$ cat src/rtl/lsu_pkg.sv
`default_nettype none
// +----------------------------------------------------------------------------+
// | Module      : lsu_pkg                                                      |
// | Description : Shared definitions for the load/store unit. Contains the    |
// |               funct3 access-size codes, the controller state type and a   |
// |               misalignment helper.                                        |
// | Revision    : 1.0 - initial release                                        |
// +----------------------------------------------------------------------------+
package lsu_pkg;

    // funct3 access-size codes carried on DMCtrl
    localparam logic [2:0] F3_B  = 3'b000;
    localparam logic [2:0] F3_H  = 3'b001;
    localparam logic [2:0] F3_W  = 3'b010;
    localparam logic [2:0] F3_BU = 3'b100;
    localparam logic [2:0] F3_HU = 3'b101;

    typedef enum logic [1:0] {
        IDLE = 2'd0,
        REQ  = 2'd1,
        WAIT = 2'd2,
        RESP = 2'd3
    } lsu_state_t;

    // True when the access cannot be served by a single naturally aligned lane.
    // Codes outside the defined set behave as word accesses.
    function automatic logic lsu_misaligned(input logic [2:0] ctrl, input logic [1:0] alo);
        case (ctrl)
            F3_B, F3_BU: lsu_misaligned = 1'b0;
            F3_H, F3_HU: lsu_misaligned = alo[0];
            default:     lsu_misaligned = (alo != 2'b00);
        endcase
    endfunction

endpackage
`default_nettype wire

$ cat src/rtl/lsu_align.sv
`default_nettype none
// +----------------------------------------------------------------------------+
// | Module      : lsu_align                                                    |
// | Description : Combinational lane logic. Store side: byte enables and      |
// |               lane-replicated write data. Load side: lane extraction and   |
// |               sign/zero extension. Misaligned halves use A[1] only and     |
// |               misaligned words use lane 0 (truncating alignment).          |
// | Ports       : i_st_ctrl/i_st_alo/i_st_data -> o_be, o_wdata               |
// |               i_ld_ctrl/i_ld_alo/i_ld_rdata -> o_ld_data                  |
// | Revision    : 1.0 - initial release                                        |
// +----------------------------------------------------------------------------+
module lsu_align (
    input  logic [2:0]  i_st_ctrl,
    input  logic [1:0]  i_st_alo,
    input  logic [31:0] i_st_data,
    output logic [3:0]  o_be,
    output logic [31:0] o_wdata,
    input  logic [2:0]  i_ld_ctrl,
    input  logic [1:0]  i_ld_alo,
    input  logic [31:0] i_ld_rdata,
    output logic [31:0] o_ld_data
);
    import lsu_pkg::*;

    logic [7:0]  w_byte;
    logic [15:0] w_half;

    // Store lanes: the signed/unsigned distinction is meaningless for stores,
    // so BU/HU codes size like B/H; all remaining codes act as a word.
    always_comb begin
        o_be    = 4'b1111;
        o_wdata = i_st_data;
        case (i_st_ctrl)
            F3_B, F3_BU: begin
                o_be    = 4'b0001 << i_st_alo;
                o_wdata = {4{i_st_data[7:0]}};
            end
            F3_H, F3_HU: begin
                o_be    = 4'b0011 << {i_st_alo[1], 1'b0};
                o_wdata = {2{i_st_data[15:0]}};
            end
            default: ;
        endcase
    end

    always_comb begin
        case (i_ld_alo)
            2'd0:    w_byte = i_ld_rdata[7:0];
            2'd1:    w_byte = i_ld_rdata[15:8];
            2'd2:    w_byte = i_ld_rdata[23:16];
            default: w_byte = i_ld_rdata[31:24];
        endcase
        w_half = i_ld_alo[1] ? i_ld_rdata[31:16] : i_ld_rdata[15:0];
    end

    always_comb begin
        case (i_ld_ctrl)
            F3_B:    o_ld_data = {{24{w_byte[7]}}, w_byte};
            F3_BU:   o_ld_data = {24'd0, w_byte};
            F3_H:    o_ld_data = {{16{w_half[15]}}, w_half};
            F3_HU:   o_ld_data = {16'd0, w_half};
            default: o_ld_data = i_ld_rdata;
        endcase
    end

endmodule
`default_nettype wire

$ cat src/rtl/lsu_mem_ctrl.sv
`default_nettype none
// +----------------------------------------------------------------------------+
// | Module      : lsu_mem_ctrl                                                 |
// | Description : Load/store unit bridging core data-memory controls to a     |
// |               valid/grant memory bus. Stalls the core for each access,    |
// |               returns extended load data on DataRd with a Done pulse and   |
// |               reports timeouts with BusErr.                               |
// | Parameters  : TIMEOUT  - REQ/WAIT cycle limit before BusErr (0 = off)      |
// |               RST_DATA - reset/timeout value of DataRd                     |
// | Ports       : clk, rst_n (async, active low)                               |
// |               core : DMRd, DMWr, DMCtrl, Address, DataStore ->             |
// |                      DataRd, Stall, Done, BusErr                           |
// |               bus  : mem_req, mem_we, mem_addr, mem_be, mem_wdata ->       |
// |                      mem_gnt, mem_rvalid, mem_rdata                        |
// | Options     : LSU_MISALIGN_TRAP_EN - misaligned H/HU/W accesses are not    |
// |               issued; they complete at once with BusErr.                   |
// | Revision    : 1.0 - initial release                                        |
// +----------------------------------------------------------------------------+
module lsu_mem_ctrl #(
    parameter logic [7:0]  TIMEOUT  = 8'd255,
    parameter logic [31:0] RST_DATA = 32'd0
) (
    input  logic        clk,
    input  logic        rst_n,
    input  logic        DMRd,
    input  logic        DMWr,
    input  logic [2:0]  DMCtrl,
    input  logic [31:0] Address,
    input  logic [31:0] DataStore,
    output logic [31:0] DataRd,
    output logic        Stall,
    output logic        Done,
    output logic        BusErr,
    output logic        mem_req,
    output logic        mem_we,
    output logic [31:0] mem_addr,
    output logic [3:0]  mem_be,
    output logic [31:0] mem_wdata,
    input  logic        mem_gnt,
    input  logic        mem_rvalid,
    input  logic [31:0] mem_rdata
);
    import lsu_pkg::*;

    lsu_state_t  r_state;
    lsu_state_t  w_next;
    logic [7:0]  r_cnt;
    logic [2:0]  r_ctrl;
    logic [1:0]  r_alo;
    logic        r_err;

    logic        w_req;
    logic        w_store;
    logic        w_tmo;
    logic        w_issue;
    logic        w_capture;
    logic        w_tmo_err;
    logic        w_trap;
    logic        w_misal_trap;
    logic [3:0]  w_be;
    logic [31:0] w_wdata;
    logic [31:0] w_ld_data;

    // A simultaneous load and store request is served as a load.
    assign w_req   = DMRd | DMWr;
    assign w_store = DMWr & ~DMRd;

    // r_cnt holds the number of REQ/WAIT cycles already completed, so the
    // limit is reached in the TIMEOUT-th cycle.
    assign w_tmo = (TIMEOUT != 8'd0) && (r_cnt == (TIMEOUT - 8'd1));

`ifdef LSU_MISALIGN_TRAP_EN
    assign w_misal_trap = lsu_misaligned(DMCtrl, Address[1:0]);
`else
    assign w_misal_trap = 1'b0;
`endif

    // Store lanes come from the live inputs (registered at issue); load
    // extraction uses the size/lane latched at issue.
    lsu_align u_align (
        .i_st_ctrl  (DMCtrl),
        .i_st_alo   (Address[1:0]),
        .i_st_data  (DataStore),
        .o_be       (w_be),
        .o_wdata    (w_wdata),
        .i_ld_ctrl  (r_ctrl),
        .i_ld_alo   (r_alo),
        .i_ld_rdata (mem_rdata),
        .o_ld_data  (w_ld_data)
    );

    always_ff @(posedge clk or negedge rst_n) begin
        if (!rst_n) r_state <= IDLE;
        else        r_state <= w_next;
    end

    // A completing handshake wins over a timeout in the same cycle.
    always_comb begin
        w_next    = r_state;
        Stall     = 1'b0;
        w_issue   = 1'b0;
        w_capture = 1'b0;
        w_tmo_err = 1'b0;
        w_trap    = 1'b0;
        case (r_state)
            IDLE: begin
                if (w_req) begin
                    Stall = 1'b1;
                    if (w_misal_trap) begin
                        w_trap = 1'b1;
                        w_next = RESP;
                    end else begin
                        w_issue = 1'b1;
                        w_next  = REQ;
                    end
                end
            end
            REQ: begin
                Stall = 1'b1;
                if (mem_gnt && (mem_we || mem_rvalid)) begin
                    w_capture = ~mem_we;
                    w_next    = RESP;
                end else if (w_tmo) begin
                    w_tmo_err = 1'b1;
                    w_next    = RESP;
                end else if (mem_gnt) begin
                    w_next = WAIT;
                end
            end
            WAIT: begin
                Stall = 1'b1;
                if (mem_rvalid) begin
                    w_capture = 1'b1;
                    w_next    = RESP;
                end else if (w_tmo) begin
                    w_tmo_err = 1'b1;
                    w_next    = RESP;
                end
            end
            RESP: w_next = IDLE;
            default: w_next = IDLE;
        endcase
    end

    assign mem_req = (r_state == REQ);
    assign Done    = (r_state == RESP);
    assign BusErr  = r_err;

    always_ff @(posedge clk or negedge rst_n) begin
        if (!rst_n) begin
            mem_we    <= 1'b0;
            mem_addr  <= 32'd0;
            mem_be    <= 4'd0;
            mem_wdata <= 32'd0;
            r_ctrl    <= F3_W;
            r_alo     <= 2'd0;
            r_cnt     <= 8'd0;
            r_err     <= 1'b0;
            DataRd    <= RST_DATA;
        end else begin
            r_err <= w_trap | w_tmo_err;
            if (w_issue) begin
                mem_we    <= w_store;
                mem_addr  <= {Address[31:2], 2'b00};
                mem_be    <= w_be;
                mem_wdata <= w_wdata;
                r_ctrl    <= DMCtrl;
                r_alo     <= Address[1:0];
                r_cnt     <= 8'd0;
            end else if ((r_state == REQ) || (r_state == WAIT)) begin
                r_cnt <= r_cnt + 8'd1;
            end
            if (w_capture)      DataRd <= w_ld_data;
            else if (w_tmo_err) DataRd <= RST_DATA;
        end
    end

endmodule
`default_nettype wire

$ cat config.mk
export PLATFORM = sky130hd
export DESIGN_NAME = lsu_mem_ctrl
export DESIGN_NICKNAME = d
export VERILOG_FILES = /design/src/rtl/lsu_pkg.sv /design/src/rtl/lsu_align.sv /design/src/rtl/lsu_mem_ctrl.sv
export SDC_FILE = /design/constraint.sdc
export NUM_CORES = 1
export LEC_CHECK = 0
export ABC_AREA = 1
export BUFFER_PORTS_ARGS = -buffer_cell sky130_fd_sc_hd__buf_2
export CAP_MARGIN = 20
export CELL_PAD_IN_SITES_DETAIL_PLACEMENT = 1
export CELL_PAD_IN_SITES_GLOBAL_PLACEMENT = 1
export CORE_ASPECT_RATIO = 0.75
export CORE_MARGIN = 3
export CORE_UTILIZATION = 30
export CTS_CLUSTER_DIAMETER = 200
export DETAILED_ROUTE_END_ITERATION = 6
export PLACE_DENSITY_LB_ADDON = 0.1
export SLEW_MARGIN = 5
export SYNTH_ARGS = -nofsm -noshare
export SYNTH_HDL_FRONTEND = slang
export SYNTH_SLANG_ARGS = --single-unit
export TNS_END_PERCENT = 100
$ cat constraint.sdc
create_clock -name clk -period 2.9 [get_ports clk]
set_input_delay 0.435 -clock clk [delete_from_list [all_inputs] [get_ports clk]]
set_output_delay 0.435 -clock clk [all_outputs]
set_load 0.03 [all_outputs]
# Yosys cells after proc, flatten, opt, wreduce, memory -nomap -nowiden
# Cells that the tools add are included.
# W data, S select, Z words.
[totals]
elab_cells = 71
reg_bits = 115
[classes]
muxes = 26
bitwise_logic = 4
add_sub_neg = 1
eq_ne = 15
shifts = 2
reduce_logical = 13
[ops]
columns = ["operator", "count"]
rows = [
  ["$pmux W32 S4", 1],
  ["$mux W32", 2],
  ["$pmux W32 S2", 1],
  ["$pmux W8 S3", 1],
  ["$mux W16", 1],
  ["$mux W8", 2],
  ["$eq A3 B3 Y1 const B", 4],
  ["$mux W2", 6],
  ["$add A8 B1 Y8 const B", 1],
  ["$eq A8 B8 Y1 const B", 1],
  ["$pmux W2 S4", 1],
  ["$pmux W4 S2", 1],
  ["$mux W1", 7],
  ["$eq A2 B2 Y1 const B", 3],
  ["$eq A3 B1 Y1 const B", 2],
  ["$logic_not A3 Y1", 2],
  ["$pmux W1 S2", 3],
  ["$reduce_or A2 Y1", 3],
  ["$eq A2 B1 Y1 const B", 2],
  ["$logic_not A2 Y1", 2],
  ["$ne A4 B1 Y1 const B", 1],
  ["$reduce_bool A2 Y1", 2],
  ["$shl A1 B2 Y4 const A", 1],
  ["$shl A2 B2 Y4 const A", 1],
  ["8 further kinds", 10],
]

# Longest topological paths before layout
# Gate-level depths: netlist (run 1).
[depth]
ltp_word = 6
mapped_depth = 10
mapped_depth_nobuf = 10

# Hierarchy
# A second synthesis (run 1) with hierarchy kept.
[hier_totals]
hier_cells = 826
hier_area_um2 = 6132.1
[modules_own_cells]
columns = ["module", "n_inst", "area_per_inst_um2", "cells_each"]
rows = [
  ["lsu_mem_ctrl", 1, 4709.5, 542],
  ["lsu_align", 1, 1422.6, 284],
]

# Worst setup path before layout (run 1)
# Ideal clock, no wire load.
[synth_timing]
kind = "register -> output"
startpoint = "register r_state[0]"
endpoint = "output port Stall"
t_arrival_ns = 1.482
path_buffers = 1
stages_incl_launch_ff = 9
setup_slack_ns = 0.983
cell_sequence = "dfrtp_1 > inv_1 > ha_1 > nand2_1 > nand2_1 > buf_2 > nor2_1 > or2_2 > inv_1"
[synth_between]
elab_chain_cells = 3
elab_cells_between_ends = 5
cone_classes = "eq/ne: 2; mux: 1; reduce/logical: 2"
[synth_rtl]
columns = ["element", "line", "source"]
rows = [
  ["from (decl)", "lsu_mem_ctrl.sv:45", "lsu_state_t r_state;"],
  ["from (signal assigned)", "lsu_mem_ctrl.sv:94", "else r_state <= w_next;"],
  ["$eq A2 B1 Y1 / $eq A2 B2 Y1 (equally long branches)", "lsu_mem_ctrl.sv:105", "case (r_state)"],
  ["$reduce_or A2 Y1 (no source line)", "-", ""],
  ["$pmux W1 S2 (*)", "lsu_mem_ctrl.sv:105", ""],
  ["to (decl)", "lsu_mem_ctrl.sv:31", "output logic Stall,"],
]
# Every way passes the cells marked *; elsewhere a longest branch is shown, timed or not.

# Final worst setup path (run 1)
# Same ends and word-level chain as after synthesis.

==> impl_results.html, run 1 <==
<table>
<tr><th>Metric</th><th>Value</th></tr>
<tr><th colspan="2">Outcome</th></tr>
<tr><td>Result of the run</td><td>finished clean</td></tr>
<tr><th colspan="2">Clock network</th></tr>
<tr><td>Worst skew pair latency</td><td>0.42 ns</td></tr>
<tr><td>TritonCTS buffer count</td><td>17</td></tr>
<tr><td>Hold bufs inserted after CTS</td><td>0</td></tr>
<tr><td>Count of cells resized by post-cts repair</td><td>0</td></tr>
<tr><td>Clock Tree Root</td><td>sky130_fd_sc_hd__clkbuf_16</td></tr>
<tr><td>Number of setup buffers added after CTS</td><td>0</td></tr>
<tr><td>Count of clock tree sinks</td><td>approximately 120</td></tr>
<tr><td>Clock tree from TritonCTS</td><td>done</td></tr>
<tr><td>Clock buffer depth</td><td>2</td></tr>
<tr><td>Depth of the CTS H-tree</td><td>4</td></tr>
<tr><td>Clock input transition at the sequential cells of the worst setup and hold paths</td><td>around 0.06 ns</td></tr>
<tr><th colspan="2">Timing</th></tr>
<tr><td>Total of endpoints with negative setup slack in the final report</td><td>0</td></tr>
<tr><td>Worst slew margin</td><td>between 40 and 50%</td></tr>
<tr><td>Count of final max-slew check failures</td><td>0</td></tr>
<tr><td>Final Cycle Share</td><td>between 80% and 90%</td></tr>
<tr><td>Shortest period the worst path allows</td><td>between 2 and 2.5 ns</td></tr>
<tr><td>Least-Margin Pin Slew</td><td>~0.89 ns</td></tr>
<tr><td>RSZ-0062 raised after global routing</td><td>false</td></tr>
<tr><td>Final critical-path setup slack</td><td>just under 0.5 ns</td></tr>
<tr><td>Achievable frequency</td><td>0.4148 GHz</td></tr>
<tr><td>Setup TNS</td><td>0 ns</td></tr>
<tr><td>Final hold vios</td><td>0</td></tr>
<tr><td>Final clock skew</td><td>~0.015 ns</td></tr>
<tr><th colspan="2">Yosys</th></tr>
<tr><td>Post-synth EDFFs</td><td>0</td></tr>
<tr><td>Combinational family with the most area after synthesis</td><td>simple AND/OR/NAND/NOR gates</td></tr>
<tr><td>Main synth FF type</td><td>sky130_fd_sc_hd__dfrtp_1</td></tr>
<tr><td>Sequential element share of the synthesized area</td><td>approximately 50%</td></tr>
<tr><td>Yosys warnings</td><td>0</td></tr>
<tr><td>Number of instances in the synthesized netlist</td><td>805</td></tr>
<tr><td>Number of unique standard cell types used by synthesis</td><td>36</td></tr>
<tr><td>Synthesized-area fraction occupied by and/or/nand/nor cells</td><td>a little over a third</td></tr>
<tr><td>Post-Syn Area per Cell</td><td>~7.3 sq um</td></tr>
<tr><td>Post-synthesis adder-cell area fraction</td><td>under 10%</td></tr>
<tr><td>Fraction of registers with async set/reset</td><td>100.0%</td></tr>
<tr><td>XOR/XNOR Fraction of Synth Area</td><td>0%</td></tr>
<tr><td>Share of synthesized area spent on multiplexers</td><td>0%</td></tr>
<tr><td>Yosys reg bits</td><td>115</td></tr>
<tr><td>Cell area after synthesis</td><td>5908 sq um</td></tr>
<tr><td>Complex-gate fraction of the synthesized area</td><td>under 10%</td></tr>
<tr><th colspan="2">Route</th></tr>
<tr><td>Count of unresolved DRC violations after routing</td><td>0</td></tr>
<tr><td>Number of vias per cell</td><td>about 4.6</td></tr>
<tr><td>Iteration-0 DRC count of the detailed router</td><td>between 200 and 300</td></tr>
<tr><td>Number of search-and-repair iterations in the first detailed-routing pass</td><td>4</td></tr>
<tr><td>Average wire per cell in the routed design</td><td>roughly 16 um</td></tr>
<tr><td>Detailed-route via count</td><td>5822</td></tr>
<tr><td>Post-DRT Antenna Nets</td><td>0</td></tr>
<tr><td>Total wire length after detailed routing</td><td>20130 um</td></tr>
<tr><th colspan="2">Setup path</th></tr>
<tr><td>Critical path required time</td><td>around 2.5 ns</td></tr>
<tr><td>Max FO, Critical Path</td><td>8</td></tr>
<tr><td>Category of the worst setup path capture point</td><td>output pin</td></tr>
<tr><td>Critical path class</td><td>register to output pin</td></tr>
<tr><td>Arrival time at the worst endpoint</td><td>approximately 2.0 ns</td></tr>
<tr><td>Reg-to-reg setup timing slack</td><td>about 0.9 ns</td></tr>
<tr><td>Startpoint Class</td><td>register</td></tr>
<tr><th colspan="2">GRT</th></tr>
<tr><td>Remaining Overflow, GRT</td><td>0</td></tr>
<tr><td>Pin count of the biggest net entering global routing</td><td>76</td></tr>
<tr><td>Antenna violations before repair</td><td>3</td></tr>
<tr><td>Global-route wire length before repair</td><td>around 33000 um</td></tr>
<tr><td>Vias in the first global route</td><td>approximately 6.1k</td></tr>
<tr><td>GRT Resource Usage Total</td><td>between 10% and 20%</td></tr>
<tr><th colspan="2">Floorplan</th></tr>
<tr><td>Number of top-level design ports</td><td>210</td></tr>
<tr><td>Chip Width</td><td>around 170 um</td></tr>
<tr><td>Die Outline Area</td><td>21430 sq um</td></tr>
<tr><td>Die Y</td><td>about 130 um</td></tr>
<tr><td>Core region area</td><td>~19000 sq um</td></tr>
<tr><td>Effective utilization at floorplan</td><td>31.29%</td></tr>
<tr><td>Std-Cell Rows</td><td>43</td></tr>
<tr><th colspan="2">Power and ir drop</th></tr>
<tr><td>Pwr per Cell Area</td><td>around 1300 nW/um^2</td></tr>
<tr><td>Max IR drop VDD</td><td>0.0004893 V</td></tr>
<tr><td>Cell leakage power</td><td>between 4 and 5 nW</td></tr>
<tr><th colspan="2">Placement</th></tr>
<tr><td>Port buffer count</td><td>between 200 and 250</td></tr>
<tr><td>Placed instance count</td><td>1224</td></tr>
<tr><td>Routability congestion estimate</td><td>between 0.8 and 0.9</td></tr>
<tr><td>Final HPWL from detailed placement</td><td>14520 um</td></tr>
<tr><td>Placement-stage worst setup slack</td><td>0.8578 ns</td></tr>
<tr><th colspan="2">Cells and area</th></tr>
<tr><td>Count of filler cells inserted in the layout</td><td>about 2.4k</td></tr>
<tr><td>Finished Layout Cells</td><td>approximately 1.3k</td></tr>
<tr><td>Final nets</td><td>1108</td></tr>
<tr><td>Layout cells sized above 1</td><td>about 28%</td></tr>
<tr><td>Layout area overhead</td><td>30.69%</td></tr>
<tr><th colspan="2">Min path</th></tr>
<tr><td>Worst hold-check path type</td><td>primary input to async pin</td></tr>
<tr><th colspan="2">Run</th></tr>
<tr><td>Max-cap violations</td><td>0</td></tr>
</table>
path summary, 6_finish.rpt:
path / startpoint / end / cells past startpoint
max: r_state[0] / Stall / 6
min: rst_n / r_state[0] / 1
max reg2reg: r_alo[1] / DataRd[20] / 8
min reg2reg: mem_wdata[3] / mem_wdata[3] / 2
max in group asynchronous: rst_n / mem_wdata[5] / 2
min in group clk: Address[22] / mem_addr[22] / 3
per-layer routing:
metal	routed length, um	global-route usage, %
met1	9495	25.77
met2	8924	29.53
met3	1553	7.516
met4	131	4.185
met5	27	0
layout make-up:
type / count / area (sq um) / share of cell area (%)
Antenna cell: 1 / 2.502 / 0.03241
Clock buffer: 18 / 439.2 / 5.688
Clock inverter: 14 / 155.1 / 2.009
Inverter: 42 / 170.2 / 2.204
Multi-Input combinational cell: 605 / 2643 / 34.22
Sequential cell: 115 / 2879 / 37.29
Tap cell: 247 / 309.0 / 4.003
Timing Repair Buffer: 215 / 1124 / 14.55
report_power, final:
group / leakage [nW] / switching [W] / internal, W
clock network: 0.275 / 0.000819 / 0.00129
logic: 2.63 / 0.00350 / 0.00140
registers: 1.43 / 0.000550 / 0.00234
critical path, stage by stage (launching register included):
cell,delay (ns)
sky130_fd_sc_hd__dfrtp_1,0.41
sky130_fd_sc_hd__inv_1,0.10
sky130_fd_sc_hd__ha_1,0.44
sky130_fd_sc_hd__nor2_1,0.10
sky130_fd_sc_hd__or2_2,0.28
sky130_fd_sc_hd__inv_1,0.05
sky130_fd_sc_hd__buf_2,0.18
state kept, by name, summed over array words and instances, names as in the netlist:
signal	flops
BusErr	1
DataRd	32
mem_addr	30
mem_be	4
mem_wdata	32
mem_we	1
r_alo	2
r_cnt	8
r_ctrl	3
r_state	2
logic make-up (layout without fill, tap and decap cells):
family | Yosys count | after routing
AOI/OAI and AO/OA | 84 | 84
DFF | 115 | 115
and+or+nand+nor | 512 | 512
buffers and inverters | 86 | 289
adders and majority gates | 7 | 7
other | 1 | 3
cell usage in the layout, fill, tap and decap left out, types with 2 or more instances in the layout:
cell type / n
sky130_fd_sc_hd__nand2_1: 327
sky130_fd_sc_hd__buf_2: 206
sky130_fd_sc_hd__dfrtp_1: 114
sky130_fd_sc_hd__nor2_1: 90
sky130_fd_sc_hd__nand3_1: 59
sky130_fd_sc_hd__a21oi_1: 50
sky130_fd_sc_hd__inv_1: 30
sky130_fd_sc_hd__o21ai_0: 26
sky130_fd_sc_hd__clkbuf_16: 17
sky130_fd_sc_hd__nand2_2: 16
sky130_fd_sc_hd__ha_1: 7
sky130_fd_sc_hd__buf_4: 7
sky130_fd_sc_hd__or2_1: 6
sky130_fd_sc_hd__clkinv_1: 6
sky130_fd_sc_hd__clkinv_4: 5
sky130_fd_sc_hd__clkinvlp_4: 5
sky130_fd_sc_hd__o21ai_1: 4
sky130_fd_sc_hd__inv_4: 3
sky130_fd_sc_hd__nor2_4: 3
sky130_fd_sc_hd__or2_2: 2
sky130_fd_sc_hd__inv_2: 2
sky130_fd_sc_hd__a31oi_1: 2
sky130_fd_sc_hd__nor3_1: 2
sky130_fd_sc_hd__conb_1: 2
sky130_fd_sc_hd__bufinv_16: 2
sky130_fd_sc_hd__inv_6: 2
sky130_fd_sc_hd__buf_12: 2
Yosys cell counts, types with 2 or more instances:
cell type                  count  share of area (%)
sky130_fd_sc_hd__nand2_1     329                 21
sky130_fd_sc_hd__o21ai_0      26                2.2
sky130_fd_sc_hd__a31oi_1       2               0.21
sky130_fd_sc_hd__nand3_1      59                5.0
sky130_fd_sc_hd__clkinv_1      6               0.38
sky130_fd_sc_hd__buf_2        14                1.2
sky130_fd_sc_hd__buf_4         5               0.64
sky130_fd_sc_hd__nor2_1       90                5.7
sky130_fd_sc_hd__ha_1          7                1.5
sky130_fd_sc_hd__inv_4         3               0.32
sky130_fd_sc_hd__dfrtp_1     114                 48
sky130_fd_sc_hd__or2_2         2               0.21
sky130_fd_sc_hd__nand2_2      14                1.5
sky130_fd_sc_hd__inv_1        31                2.0
sky130_fd_sc_hd__clkbuf_1     18                1.1
sky130_fd_sc_hd__o21ai_1       4               0.34
sky130_fd_sc_hd__nor3_1        2               0.17
sky130_fd_sc_hd__nor2_4        3               0.57
sky130_fd_sc_hd__a21oi_1      50                4.2
sky130_fd_sc_hd__buf_1         5               0.32
sky130_fd_sc_hd__or2_1         6               0.64
per-stage QoR:
stage	util, %	power, W	instance area, sq um	hold slack, ns
floorplan	-	0.006398	5912	0.1394
global placement	37.73	0.007841	7124	0.4515
detailed placement	37.73	0.007886	7124	0.4573
CTS	40.87	0.01007	7719	0.1562
finish	40.89	0.009903	7721	0.1113
global route	40.89	0.01072	7721	0.1753
(Power assumes the default switching activity.)
==> inputs of run 2 (changes only) <==
- clock period: 2.9 -> 2.5 ns (I/O delays scaled with it)
==> impl_results.html, run 2 (synthesis gave the netlist of run 1 again) <==
<table>
<tr><th>Metric</th><th>Value</th></tr>
<tr><th colspan="2">GRT</th></tr>
<tr><td>Pin count of the biggest net entering global routing</td><td>64</td></tr>
<tr><td>Remaining Overflow, GRT</td><td>0</td></tr>
<tr><td>Antenna violations before repair</td><td>1</td></tr>
<tr><td>GRT Resource Usage Total</td><td>19.16%</td></tr>
<tr><td>Vias in the first global route</td><td>6050</td></tr>
<tr><td>Global-route wire length before repair</td><td>32810 um</td></tr>
<tr><th colspan="2">Route</th></tr>
<tr><td>Count of unresolved DRC violations after routing</td><td>0</td></tr>
<tr><td>Total wire length after detailed routing</td><td>between 20000 and 25000 um</td></tr>
<tr><td>Post-DRT Antenna Nets</td><td>0</td></tr>
<tr><td>Detailed-route via count</td><td>roughly 5.8k</td></tr>
<tr><td>Iteration-0 DRC count of the detailed router</td><td>about 270</td></tr>
<tr><td>Number of vias per cell</td><td>4.597</td></tr>
<tr><td>Average wire per cell in the routed design</td><td>roughly 16 um</td></tr>
<tr><td>Number of search-and-repair iterations in the first detailed-routing pass</td><td>4</td></tr>
<tr><th colspan="2">Power and ir drop</th></tr>
<tr><td>Max IR drop VDD</td><td>0.0005401 V</td></tr>
<tr><td>Pwr per Cell Area</td><td>~1500 nW/um^2</td></tr>
<tr><td>Power after layout</td><td>0.01181 W</td></tr>
<tr><td>Cell leakage power</td><td>between 4 and 5 nW</td></tr>
<tr><th colspan="2">Timing</th></tr>
<tr><td>Final Cycle Share</td><td>approximately 95%</td></tr>
<tr><td>RSZ-0062 raised after global routing</td><td>false</td></tr>
<tr><td>Final clock skew</td><td>around 0.012 ns</td></tr>
<tr><td>Final hold vios</td><td>0</td></tr>
<tr><td>Shortest period the worst path allows</td><td>~2.4 ns</td></tr>
<tr><td>Count of final max-slew check failures</td><td>0</td></tr>
<tr><td>Setup TNS</td><td>0 ns</td></tr>
<tr><td>Worst slew margin</td><td>a little over half</td></tr>
<tr><td>Total of endpoints with negative setup slack in the final report</td><td>0</td></tr>
<tr><td>Least-Margin Pin Slew</td><td>roughly 0.68 ns</td></tr>
<tr><td>Achievable frequency</td><td>0.4227 GHz</td></tr>
<tr><th colspan="2">Setup path</th></tr>
<tr><td>Launch point of the critical path</td><td>r_state[0]</td></tr>
<tr><td>Cell chain of the critical path</td><td>inv_1 &gt; ha_1 &gt; nor2_1 &gt; or2_2 &gt; inv_1 &gt; buf_2</td></tr>
<tr><td>Reg-to-reg setup timing slack</td><td>approximately 0.54 ns</td></tr>
<tr><td>Arrival time at the worst endpoint</td><td>between 1.5 and 2 ns</td></tr>
<tr><td>Max FO, Critical Path</td><td>8</td></tr>
<tr><td>Stage delay of the slowest cell on the critical path</td><td>between 0.4 and 0.5 ns</td></tr>
<tr><td>Critical path class</td><td>register to output pin</td></tr>
<tr><td>Startpoint Class</td><td>register</td></tr>
<tr><td>Length in cells of the worst reg-to-reg path</td><td>7</td></tr>
<tr><td>Slowest stage cell, crit path</td><td>sky130_fd_sc_hd__ha_1</td></tr>
<tr><td>Most numerous cell on the critical path</td><td>sky130_fd_sc_hd__inv_1</td></tr>
<tr><td>Worst reg2reg endpoint</td><td>mem_be[3]</td></tr>
<tr><td>Critical path required time</td><td>2.12 ns</td></tr>
<tr><td>Origin of the critical flop-to-flop path</td><td>r_state[0]</td></tr>
<tr><td>Category of the worst setup path capture point</td><td>output pin</td></tr>
<tr><th colspan="2">Floorplan</th></tr>
<tr><td>Core region area</td><td>roughly 19000 sq um</td></tr>
<tr><td>Chip Width</td><td>roughly 170 um</td></tr>
<tr><td>Number of top-level design ports</td><td>210</td></tr>
<tr><td>Effective utilization at floorplan</td><td>31.29%</td></tr>
<tr><td>Die Outline Area</td><td>21430 sq um</td></tr>
<tr><td>Die Y</td><td>between 100 and 150 um</td></tr>
<tr><td>Std-Cell Rows</td><td>43</td></tr>
<tr><th colspan="2">Clock network</th></tr>
<tr><td>Count of clock tree sinks</td><td>115</td></tr>
<tr><td>Clock buffer depth</td><td>2</td></tr>
<tr><td>Count of cells resized by post-cts repair</td><td>0</td></tr>
<tr><td>Worst skew pair latency</td><td>~0.42 ns</td></tr>
<tr><td>Clock Tree Root</td><td>sky130_fd_sc_hd__clkbuf_16</td></tr>
<tr><td>TritonCTS buffer count</td><td>17</td></tr>
<tr><td>Clock tree from TritonCTS</td><td>done</td></tr>
<tr><td>Clock input transition at the sequential cells of the worst setup and hold paths</td><td>~0.060 ns</td></tr>
<tr><td>Depth of the CTS H-tree</td><td>4</td></tr>
<tr><td>Number of setup buffers added after CTS</td><td>0</td></tr>
<tr><th colspan="2">Outcome</th></tr>
<tr><td>Result of the run</td><td>finished clean</td></tr>
<tr><th colspan="2">Placement</th></tr>
<tr><td>Routability congestion estimate</td><td>0.7903</td></tr>
<tr><td>Port buffer count</td><td>207</td></tr>
<tr><td>Final HPWL from detailed placement</td><td>approximately 15000 um</td></tr>
<tr><th colspan="2">Run</th></tr>
<tr><td>Max-cap violations</td><td>0</td></tr>
<tr><th colspan="2">Cells and area</th></tr>
<tr><td>Most common cell after layout, fill and taps aside</td><td>sky130_fd_sc_hd__nand2_1</td></tr>
<tr><td>Layout cells sized above 1</td><td>between 20% and 30%</td></tr>
<tr><td>Commonest cells after routing, fill and taps aside</td><td>327 x sky130_fd_sc_hd__nand2_1, 206 x sky130_fd_sc_hd__buf_2, 114 x sky130_fd_sc_hd__dfrtp_1</td></tr>
<tr><td>Final nets</td><td>1113</td></tr>
<tr><td>Layout area overhead</td><td>32.61%</td></tr>
<tr><td>Top Registers</td><td>DataRd (32), mem_wdata (32), mem_addr (30)</td></tr>
<tr><th colspan="2">Min path</th></tr>
<tr><td>Worst Hold Launch</td><td>Address[13]</td></tr>
<tr><td>Worst hold-check path type</td><td>primary input to register</td></tr>
<tr><td>Number of cells on the worst hold path</td><td>3</td></tr>
<tr><td>Endpoint, Worst Hold</td><td>mem_addr[13]</td></tr>
</table>
## run 2: layer usage
layer / vias to the layer above / global-route usage, % / part of all wire, %
li1: 2900 / - / -
met1: 2738 / 25.92 / 47
met2: 145 / 28.75 / 43
met3: 17 / 7.949 / 9.1
met4: 2 / 4.473 / 0.93
met5: - / 0 / 0.034
## run 2: layout make-up
class | count | area, sq um
antenna | 1 | 2.502
multi-input combinational | 605 | 2643
fill | 2444 | 11050
inverter | 42 | 170.2
timing repair buffer | 220 | 1189
tap | 247 | 309.0
sequential | 115 | 2879
clock buffer | 20 | 466.7
clock inverter | 12 | 176.4
## run 2: timing repair
item                       CTS  global route
hold buffers                 1             0
hold endpoints to repair    35             0
setup endpoints to repair    0             0
## run 2: worst max path at each step
stage,endpoint,slack [ns],cells past startpoint
finish,Stall,0.13,6
global route,Stall,0.004,6
CTS,Stall,0.11,6
detailed placement,mem_be[3],0.50,7
global placement,Stall,0.60,6
floorplan,Stall,0.64,8
## run 2: stage by stage
stage	std cells	hold slack [ns]	worst slack [ns]	util, %	area (sq um)
final	1262	0.1557	0.1343	41.49	7835
after CTS	1261	0.1372	0.1075	41.48	7833
after detailed placement	1228	0.3893	0.5019	38.02	7179
after floorplan	806	0.07941	0.6430	-	5912
after global routing	1261	0.1518	0.003629	41.48	7833
after global placement	1228	0.3936	0.5970	38.02	7179
## run 2: where the power goes
group,internal (W),switching (W),total (W)
registers,0.00271,0.000546,0.00326
clock network,0.00175,0.000932,0.00268
logic,0.00170,0.00417,0.00587
## run 2: worst max-delay path, delay by kind of cell (launching register included)
kind | cells | cell delay (ns)
and+or+nand+nor | 2 | 0.39
buffers and inverters | 3 | 0.33
adders and majority gates | 1 | 0.44
DFF | 1 | 0.42
==> inputs of run 3 (changes only) <==
- ABC_AREA: 1 -> unset
- CAP_MARGIN: 20 -> 15
- CORE_MARGIN: 3 -> 2
==> impl_results.html, run 3 <==
<table>
<tr><th>Metric</th><th>Value</th></tr>
<tr><th colspan="2">Outcome</th></tr>
<tr><td>Result of the run</td><td>finished clean</td></tr>
<tr><th colspan="2">Timing</th></tr>
<tr><td>Least-Margin Pin Slew</td><td>roughly 0.67 ns</td></tr>
<tr><td>Final Cycle Share</td><td>88.29%</td></tr>
<tr><td>Worst slew margin</td><td>55.10%</td></tr>
<tr><td>Achievable frequency</td><td>approximately 0.45 GHz</td></tr>
<tr><td>RSZ-0062 raised after global routing</td><td>false</td></tr>
<tr><td>Total of endpoints with negative setup slack in the final report</td><td>0</td></tr>
<tr><td>Final clock skew</td><td>just under 0.009 ns</td></tr>
<tr><td>Count of final max-slew check failures</td><td>0</td></tr>
<tr><td>Shortest period the worst path allows</td><td>2.207 ns</td></tr>
<tr><td>Final hold vios</td><td>0</td></tr>
<tr><td>Final worst hold slack</td><td>between 0.15 and 0.2 ns</td></tr>
<tr><td>Setup TNS</td><td>0 ns</td></tr>
<tr><th colspan="2">Power and ir drop</th></tr>
<tr><td>Power after layout</td><td>~0.011 W</td></tr>
<tr><td>Max IR drop VDD</td><td>~0.00076 V</td></tr>
<tr><td>Pwr per Cell Area</td><td>between 1000 and 1500 nW/um^2</td></tr>
<tr><td>Cell leakage power</td><td>3.893 nW</td></tr>
<tr><th colspan="2">Yosys</th></tr>
<tr><td>Cell area after synthesis</td><td>5549 sq um</td></tr>
<tr><td>Number of instances in the synthesized netlist</td><td>between 500 and 600</td></tr>
<tr><td>Number of unique standard cell types used by synthesis</td><td>48</td></tr>
<tr><td>Sequential element share of the synthesized area</td><td>between 50% and 60%</td></tr>
<tr><td>Yosys reg bits</td><td>115</td></tr>
<tr><td>Yosys warnings</td><td>0</td></tr>
<tr><td>Fraction of registers with async set/reset</td><td>100.0%</td></tr>
<tr><td>Most numerous cell in the Yosys netlist</td><td>sky130_fd_sc_hd__nand2_1</td></tr>
<tr><td>Post-synth EDFFs</td><td>0</td></tr>
<tr><td>Top cells by instance count after synthesis</td><td>172 x sky130_fd_sc_hd__nand2_1, 114 x sky130_fd_sc_hd__dfrtp_1, 40 x sky130_fd_sc_hd__o21ai_0</td></tr>
<tr><td>Top-area cell type share of the netlist area</td><td>roughly 50%</td></tr>
<tr><td>Biggest area contributors in the synthesized netlist</td><td>sky130_fd_sc_hd__dfrtp_1 51%, sky130_fd_sc_hd__nand2_1 12%, sky130_fd_sc_hd__mux2i_1 7.0%, sky130_fd_sc_hd__o21ai_0 3.6%, sky130_fd_sc_hd__a22o_1 2.8%</td></tr>
<tr><td>Post-Syn Area per Cell</td><td>approximately 9.5 sq um</td></tr>
<tr><td>Main synth FF type</td><td>sky130_fd_sc_hd__dfrtp_1</td></tr>
<tr><td>Dominant cell type by area after synthesis</td><td>sky130_fd_sc_hd__dfrtp_1</td></tr>
<tr><th colspan="2">Setup path</th></tr>
<tr><td>CP Capture Point</td><td>Stall</td></tr>
<tr><td>Worst reg2reg endpoint</td><td>DataRd[12]</td></tr>
<tr><td>Critical path required time</td><td>2.12 ns</td></tr>
<tr><td>Origin of the critical flop-to-flop path</td><td>r_state[0]</td></tr>
<tr><td>Critical path class</td><td>register to output pin</td></tr>
<tr><td>Max FO, Critical Path</td><td>10</td></tr>
<tr><td>Category of the worst setup path capture point</td><td>output pin</td></tr>
<tr><td>Launch point of the critical path</td><td>r_state[0]</td></tr>
<tr><td>Reg-to-reg setup timing slack</td><td>between 0.3 and 0.4 ns</td></tr>
<tr><td>Length in cells of the worst reg-to-reg path</td><td>5</td></tr>
<tr><td>Startpoint Class</td><td>register</td></tr>
<tr><td>Arrival time at the worst endpoint</td><td>between 1.5 and 2 ns</td></tr>
<tr><th colspan="2">Cells and area</th></tr>
<tr><td>Footprint of the flip-flops and latches</td><td>approximately 2900 sq um</td></tr>
<tr><td>Final antenna diode count</td><td>0</td></tr>
<tr><td>Layout area overhead</td><td>36.10%</td></tr>
<tr><td>Final nets</td><td>~900</td></tr>
<tr><td>Layout cells sized above 1</td><td>roughly 33%</td></tr>
<tr><td>Commonest cells after routing, fill and taps aside</td><td>206 x sky130_fd_sc_hd__buf_2, 172 x sky130_fd_sc_hd__nand2_1, 114 x sky130_fd_sc_hd__dfrtp_1</td></tr>
<tr><td>Most common cell after layout, fill and taps aside</td><td>sky130_fd_sc_hd__buf_2</td></tr>
<tr><td>Top Registers</td><td>DataRd (32), mem_wdata (32), mem_addr (30)</td></tr>
<tr><td>Post-layout util</td><td>41.29%</td></tr>
<tr><td>Count of filler cells inserted in the layout</td><td>2141</td></tr>
<tr><td>Multi-input combinational cell area</td><td>about 2500 sq um</td></tr>
<tr><th colspan="2">Floorplan</th></tr>
<tr><td>Core region area</td><td>approximately 18000 sq um</td></tr>
<tr><td>Effective utilization at floorplan</td><td>30.34%</td></tr>
<tr><td>Die Outline Area</td><td>a little under 20000 sq um</td></tr>
<tr><td>Number of top-level design ports</td><td>210</td></tr>
<tr><td>Die Y</td><td>about 120 um</td></tr>
<tr><td>Std-Cell Rows</td><td>43</td></tr>
<tr><td>Chip Width</td><td>between 150 and 200 um</td></tr>
<tr><th colspan="2">Clock network</th></tr>
<tr><td>Worst skew pair latency</td><td>between 0.4 and 0.5 ns</td></tr>
<tr><td>Number of setup buffers added after CTS</td><td>0</td></tr>
<tr><td>Depth of the CTS H-tree</td><td>4</td></tr>
<tr><td>Count of clock tree sinks</td><td>around 120</td></tr>
<tr><td>TritonCTS buffer count</td><td>17</td></tr>
<tr><td>Clock Tree Root</td><td>sky130_fd_sc_hd__clkbuf_16</td></tr>
<tr><td>Clock tree from TritonCTS</td><td>done</td></tr>
<tr><td>Clock input transition at the sequential cells of the worst setup and hold paths</td><td>0.06 ns</td></tr>
<tr><td>Clock buffer depth</td><td>2</td></tr>
<tr><th colspan="2">Route</th></tr>
<tr><td>Total wire length after detailed routing</td><td>approximately 18000 um</td></tr>
<tr><td>Count of unresolved DRC violations after routing</td><td>0</td></tr>
<tr><td>Number of search-and-repair iterations in the first detailed-routing pass</td><td>4</td></tr>
<tr><td>Detailed-route via count</td><td>approximately 5k</td></tr>
<tr><td>Number of vias per cell</td><td>between 4 and 5</td></tr>
<tr><td>Iteration-0 DRC count of the detailed router</td><td>approximately 330</td></tr>
<tr><td>Average wire per cell in the routed design</td><td>around 17 um</td></tr>
<tr><td>Post-DRT Antenna Nets</td><td>0</td></tr>
<tr><th colspan="2">GRT</th></tr>
<tr><td>GRT Resource Usage Total</td><td>19.01%</td></tr>
<tr><td>Vias in the first global route</td><td>around 5.2k</td></tr>
<tr><td>Global-route wire length before repair</td><td>approximately 29000 um</td></tr>
<tr><td>Remaining Overflow, GRT</td><td>0</td></tr>
<tr><td>Pin count of the biggest net entering global routing</td><td>52</td></tr>
<tr><td>Antenna violations before repair</td><td>0</td></tr>
<tr><th colspan="2">Placement</th></tr>
<tr><td>Port buffer count</td><td>approximately 210</td></tr>
<tr><td>Final HPWL from detailed placement</td><td>around 14000 um</td></tr>
<tr><td>Routability congestion estimate</td><td>0.8217</td></tr>
<tr><th colspan="2">Run</th></tr>
<tr><td>Max-cap violations</td><td>0</td></tr>
<tr><th colspan="2">Min path</th></tr>
<tr><td>Worst hold-check path type</td><td>primary input to register</td></tr>
</table>
run 3: kinds of logic after synthesis:
family,after synthesis,share of synthesized area (%)
and+or+nand+nor,230,17.34
DFF,115,51.88
muxes,43,8.049
buffers and inverters,55,4.216
other,1,0.06758
xor gates and xnor gates,5,0.7891
adders and majority gates,7,1.578
AOI/OAI and AO/OA,129,16.08
run 3: power breakdown:
part	switching (W)	internal [W]
Combinational	0.00353	0.00167
Sequential	0.000607	0.00272
Clock	0.000860	0.00177
run 3: area by class of cell:
cell class / count / share of cell area [%]
clock buffer: 23 / 6.461
sequential: 115 / 38.12
clock inverter: 9 / 1.988
inverter: 17 / 0.8449
tap: 247 / 4.092
multi-input combinational: 416 / 32.55
timing repair buffer: 222 / 15.94
run 3: how the worst min path moves through the flow:
| stage | startpoint | endpoint | slack, ns | cells past startpoint |
|---|---|---|---|---|
| 2_1_floorplan | rst_n | BusErr | 0.08 | 0 |
| 3_3_place_gp | rst_n | DataRd[3] | 0.29 | 1 |
| 3_5_place_dp | rst_n | DataRd[3] | 0.29 | 1 |
| 4_1_cts | Address[16] | mem_addr[16] | 0.13 | 3 |
| 5_1_grt | Address[5] | mem_addr[5] | 0.14 | 3 |
| 6_report | Address[28] | mem_addr[28] | 0.15 | 3 |
run 3: worst max-delay path, stage by stage, from the launching register on:
cell and delay [ns]:
sky130_fd_sc_hd__dfrtp_1 0.39, sky130_fd_sc_hd__inv_1 0.11, sky130_fd_sc_hd__ha_1 0.51, sky130_fd_sc_hd__nor2_1 0.11
sky130_fd_sc_hd__nor2_1 0.10, sky130_fd_sc_hd__buf_2 0.21
run 3: what timing repair did:
item,CTS,global route
gates resized for setup,0,0
endpoints found under the hold margin,17,0
hold buffers,1,0
run 3: per-stage QoR:
stage	cell area [sq um]	instances	setup slack, ns
5_1_grt	7552	1049	0.1162
4_1_cts	7552	1049	0.2317
3_5_place_dp	6904	1016	0.3288
6_report	7552	1049	0.2928
3_3_place_gp	6904	1016	0.4699
2_1_floorplan	5553	586	0.3387
run 3: per-layer routing:
layer  global-route usage (%)  part of all wire, %  routed length, um  vias to the layer above
met5                        0                    0                  0                        -
met4                    6.027                  1.4                250                        0
met3                    6.265                  7.1               1292                       19
met2                    29.24                   44               8046                      144
met1                    25.51                   47               8571                     2420
li1                         -                    -                  -                     2418
